--- config.mk ---
export PLATFORM = sky130hd
export DESIGN_NAME = dmem_arbiter
export DESIGN_NICKNAME = d
export VERILOG_FILES = /design/src/rtl/dmem_arbiter.sv
export SDC_FILE = /design/constraint.sdc
export NUM_CORES = 1
export LEC_CHECK = 0
export ABC_CLOCK_PERIOD_IN_PS = 2000
export CORE_AREA = 2 2 133 135
export CTS_BUF_LIST = sky130_fd_sc_hd__clkbuf_8
export DETAILED_ROUTE_END_ITERATION = 6
export DIE_AREA = 0 0 135 137
export GPL_TIMING_DRIVEN = 0
export PLACE_DENSITY = 0.78
export SLEW_MARGIN = 20
export SYNTH_ARGS = -nofsm -noshare
export SYNTH_HDL_FRONTEND = slang
export SYNTH_SLANG_ARGS = --single-unit
--- constraint.sdc ---
create_clock -name ACLK -period 2 [get_ports ACLK]
set_clock_uncertainty 0.15 [all_clocks]
set_input_delay 0.4 -clock ACLK [delete_from_list [all_inputs] [get_ports ACLK]]
set_output_delay 0.4 -clock ACLK [all_outputs]
set_load 0.005 [all_outputs]
--- src/rtl/dmem_arbiter.sv ---
// dmem_arbiter: shares the single cache data port (AR/R, AW/W/B) between the
// load/store unit (port 0) and a secondary master (port 1), one transaction at a time.
// Optional build macro DMEM_ARB_RR_EN selects round-robin; otherwise fixed priority (port 0 wins).
// Latency: request -> strobe/ready next cycle; completion at k -> response at k+1.

module dmem_arbiter #(
  parameter int ADDR_WIDTH = 32,
  parameter int DATA_WIDTH = 32
) (
  input  logic                  ACLK,
  input  logic                  ARESETN,
  // port 0: load/store unit
  input  logic                  req0_valid,
  input  logic                  req0_write,
  input  logic [ADDR_WIDTH-1:0] req0_addr,
  input  logic [DATA_WIDTH-1:0] req0_wdata,
  output logic                  req0_ready,
  output logic                  req0_rvalid,
  output logic [DATA_WIDTH-1:0] req0_rdata,
  output logic                  req0_bvalid,
  // port 1: secondary master
  input  logic                  req1_valid,
  input  logic                  req1_write,
  input  logic [ADDR_WIDTH-1:0] req1_addr,
  input  logic [DATA_WIDTH-1:0] req1_wdata,
  output logic                  req1_ready,
  output logic                  req1_rvalid,
  output logic [DATA_WIDTH-1:0] req1_rdata,
  output logic                  req1_bvalid,
  // cache data interface
  output logic [ADDR_WIDTH-1:0] core_ARADDR,
  output logic                  core_ARVALID,
  input  logic [DATA_WIDTH-1:0] core_RDATA,
  input  logic                  core_RVALID,
  output logic [ADDR_WIDTH-1:0] core_AWADDR,
  output logic                  core_AWVALID,
  output logic [DATA_WIDTH-1:0] core_WDATA,
  input  logic                  core_BVALID,
  output logic                  busy
);

  typedef enum logic [1:0] {
    S_IDLE    = 2'd0,
    S_RD_WAIT = 2'd1,
    S_WR_WAIT = 2'd2
  } state_t;

  state_t                r_state;
  logic [ADDR_WIDTH-1:0] r_addr;
  logic [DATA_WIDTH-1:0] r_wdata;
  logic                  r_port;
  logic                  r_arvalid;
  logic                  r_awvalid;
  logic [1:0]            r_ready;
  logic [1:0]            r_rvalid;
  logic [1:0]            r_bvalid;
  logic [DATA_WIDTH-1:0] r_rdata0;
  logic [DATA_WIDTH-1:0] r_rdata1;
  logic                  r_busy;
`ifdef DMEM_ARB_RR_EN
  logic                  r_last_grant;
`endif

  logic                  w_any;
  logic                  w_winner;
  logic                  w_sel_write;
  logic [ADDR_WIDTH-1:0] w_sel_addr;
  logic [DATA_WIDTH-1:0] w_sel_wdata;

  assign w_any = req0_valid | req1_valid;

  // Pick the winning port and mux its request fields (only meaningful when w_any).
  always_comb begin
    w_winner = 1'b0;
`ifdef DMEM_ARB_RR_EN
    // Contended: the port that did not win last time goes first.
    if (req0_valid && req1_valid) w_winner = ~r_last_grant;
    else                          w_winner = ~req0_valid;
`else
    w_winner = ~req0_valid;
`endif
    w_sel_write = w_winner ? req1_write : req0_write;
    w_sel_addr  = w_winner ? req1_addr  : req0_addr;
    w_sel_wdata = w_winner ? req1_wdata : req0_wdata;
  end

  // Transaction FSM; every output is a register written here.
  always_ff @(posedge ACLK or negedge ARESETN) begin
    if (!ARESETN) begin
      r_state      <= S_IDLE;
      r_addr       <= '0;
      r_wdata      <= '0;
      r_port       <= 1'b0;
      r_arvalid    <= 1'b0;
      r_awvalid    <= 1'b0;
      r_ready      <= 2'b00;
      r_rvalid     <= 2'b00;
      r_bvalid     <= 2'b00;
      r_rdata0     <= '0;
      r_rdata1     <= '0;
      r_busy       <= 1'b0;
`ifdef DMEM_ARB_RR_EN
      r_last_grant <= 1'b0;
`endif
    end else begin
      // Strobes and handshake pulses last a single cycle.
      r_arvalid <= 1'b0;
      r_awvalid <= 1'b0;
      r_ready   <= 2'b00;
      r_rvalid  <= 2'b00;
      r_bvalid  <= 2'b00;
      case (r_state)
        S_IDLE: begin
          if (w_any) begin
            r_addr            <= w_sel_addr;
            r_wdata           <= w_sel_wdata;
            r_port            <= w_winner;
            r_ready[w_winner] <= 1'b1;
            r_busy            <= 1'b1;
`ifdef DMEM_ARB_RR_EN
            r_last_grant      <= w_winner;
`endif
            if (w_sel_write) begin
              r_state   <= S_WR_WAIT;
              r_awvalid <= 1'b1;
            end else begin
              r_state   <= S_RD_WAIT;
              r_arvalid <= 1'b1;
            end
          end
        end
        S_RD_WAIT: begin
          // Write completions are not ours here and are ignored.
          if (core_RVALID) begin
            r_state          <= S_IDLE;
            r_busy           <= 1'b0;
            r_rvalid[r_port] <= 1'b1;
            if (r_port) r_rdata1 <= core_RDATA;
            else        r_rdata0 <= core_RDATA;
          end
        end
        S_WR_WAIT: begin
          if (core_BVALID) begin
            r_state          <= S_IDLE;
            r_busy           <= 1'b0;
            r_bvalid[r_port] <= 1'b1;
          end
        end
        default: begin
          r_state <= S_IDLE;
          r_busy  <= 1'b0;
        end
      endcase
    end
  end

  assign req0_ready   = r_ready[0];
  assign req1_ready   = r_ready[1];
  assign req0_rvalid  = r_rvalid[0];
  assign req1_rvalid  = r_rvalid[1];
  assign req0_bvalid  = r_bvalid[0];
  assign req1_bvalid  = r_bvalid[1];
  assign req0_rdata   = r_rdata0;
  assign req1_rdata   = r_rdata1;
  assign core_ARADDR  = r_addr;
  assign core_AWADDR  = r_addr;
  assign core_WDATA   = r_wdata;
  assign core_ARVALID = r_arvalid;
  assign core_AWVALID = r_awvalid;
  assign busy         = r_busy;

endmodule

==> run metrics <==
outcome=finished clean; delay-heaviest family, CP=buffers and inverters; initial antenna violation count=0; Hold WC Path Type=in2async; maximum level of the CTS H-tree=4; critical path class=reg2out; die width=135 um; met3 wire length=1510 um; Final Hold Vio Count=0; # diodes=0; FP Rows=48; Die H=137 um; pwr dens=1390 nW/um^2; combinational share of power=48.7%; Finished Layout Cells=1097; global-route wire length before repair=29500 um; critical path fanouts, max=3; max cap viols=0; leading cell type in the layout, fill and taps excluded=clkdlybuf4s50_1; WL/cell=17.6 um; fmax=0.517 GHz; Vias=5181; nets@finish=1028; P_sw=4.73 mW; register area share after synthesis=54.4%; area of the mapped netlist=6440 sq um; DR iter-0 viols=132; Post-synth EDFFs=0; Tot GR Track Use=20.8%; slew margin rel.=44.7%; Root Buffer=clkbuf_8; Syn-to-layout area delta=64.8%; worst-margin pin slew=0.829 ns; sequential share of power=33.9%; Clk pin slew, worst setup/hold paths=0.08 ns; clock share of power=17.4%; WL met2=10100 um; Distinct cells, synth=25; Mapped Nets=662; #FFs+latches synth=140; I/O pins=337; ys flop type=dfrtp_1; ys async rst share=100%; placed insts=1055; full die area=18500 sq um; Worst Path Buf+Inv=1; Mean Syn Cell Area=13.0 sq um; CP Launch Type=register; M1 wire length=7490 um; setup TNS=0 ns; leakage power=4.53 nW; port bufs=335; total gr overflow=0; Critical Path RT=1.45 ns; Syn. warnings=0; Initial Util=37.8%; Syn Inst Count=494; pin count of the biggest net entering global routing=77; CTS Buf Count=17; largest vdd supply drop=736 uV; Critical Path Max Stage Delay=0.53 ns; crit end category=primary output; core area=17100 sq um; period utilization=96.8%; vias in the first global route=5490; 1st-pass router iterations=6; Worst EP arrival=1.39 ns; TritonCTS clock tree=built; Pint=10.0 mW; HPWL after DPL=14800 um; highest routed layer=met4; fraction of layout cells with a size suffix above 1=19.0%; most frequent cells in the layout=302 x clkdlybuf4s50_1, 140 x dfrtp_1, 69 x a21oi_1; routability congestion estimate=0.759; Max Slew Vio Count=0; Switching Fraction=32.0%; clk buf depth=2; residual DRC count=0; Post-Route WL=19300 um; # clock sinks=140; Final ANT Viol Nets=0; worst skew pair latency=0.43 ns; hold slack=0.326 ns; crit-path cells=clkdlybuf4s50_1; endpoints failing setup=0; Vias/cell=4.72; Period minus WS final=1.94 ns; Slowest-stage cell, CP=clkdlybuf4s50_1
## state kept, by name, summed over array words and instances (netlist names)
| name | cells |
|---|---|
| core_AWVALID | 1 |
| r_bvalid | 2 |
| r_port | 1 |
| core_ARADDR | 32 |
| r_ready | 2 |
| core_WDATA | 32 |
| core_ARVALID | 1 |
| busy | 1 |
| r_state | 2 |
| req0_rdata | 32 |
| r_rvalid | 2 |
| req1_rdata | 32 |
## metrics by stage
| step | cell area (sq um) | utilization, % | total power [mW] | setup slack, ns |
|---|---|---|---|---|
| 2_1_floorplan | 6440 | - | 7.91 | 0.359 |
| 3_3_place_gp | 10100 | 59.1 | 12.2 | -5.25 |
| 3_5_place_dp | 10100 | 59.3 | 12.4 | -0.273 |
| 4_1_cts | 10600 | 62.0 | 14.9 | 0.00277 |
| 5_1_grt | 10600 | 62.3 | 15.7 | -0.0000744 |
| 6_report | 10600 | 62.3 | 14.8 | 0.0642 |
## layout make-up
class,count,area [sq um]
Buffer,68,460
Clock buffer,17,234
Timing Repair Buffer,349,3460
Multi-Input combinational cell,281,2460
Inverter,3,11.3
Sequential cell,140,3500
Fill cell,1427,6430
Tap cell,225,282
Clock inverter,14,208
## cells in the mapped netlist, types with 2 or more instances
library cell / number / area, sq um
inv_2: 2 / 7.51
o32ai_1: 2 / 17.5
mux2_1: 65 / 732
nand2_1: 6 / 22.5
and2_1: 2 / 12.5
a21oi_1: 69 / 345
buf_6: 6 / 67.6
buf_2: 14 / 70.1
nor2_1: 4 / 15.0
clkbuf_1: 12 / 45.0
dfrtp_1: 140 / 3500
mux2i_1: 65 / 651
buf_4: 37 / 278
a21oi_4: 10 / 163
a21oi_2: 50 / 438
## metal layers
| layer | global-route usage [%] | vias up |
|---|---|---|
| met3 | 6.19 | 19 |
| met5 | 0 | - |
| met4 | 5.79 | 0 |
| li1 | - | 2454 |
| met1 | 24.0 | 2494 |
| met2 | 37.5 | 214 |
## what timing repair did
item	4_1_cts	5_1_grt
resized for setup	27	6
setup buffers	7	5
endpoints found under the setup margin	40	8
endpoints found under the hold margin	64	0
pin swaps	0	0
hold buffers	1	0
## final timing paths
path | from | end | slack, ns | depth (start not counted)
max | core_ARADDR[11] | core_ARADDR[11] | 0.06 | 1
min | ARESETN | req0_rdata[15] | 0.33 | 2
max reg2reg | r_state[1] | core_WDATA[18] | 0.16 | 6
min reg2reg | req0_rdata[7] | req0_rdata[7] | 0.34 | 1
max in group asynchronous | ARESETN | core_ARADDR[27] | 0.60 | 3
min in group ACLK | req0_rdata[7] | req0_rdata[7] | 0.34 | 1
## power by group through the flow
stage	sequential, mW	clock, mW	combinational (mW)
floorplan	5.05	0	2.86
global placement	5.02	0	7.21
detailed placement	5.06	0	7.35
CTS	5.02	2.63	7.26
global route	5.17	2.76	7.79
finish	5.01	2.57	7.18
## logic make-up after synthesis
logic type      synth area share (%)
compound gates                  15.1
buf+inv                         7.55
flops                           54.4
mux                             21.5
simple gates                    1.51
(Power assumes the default switching activity.)
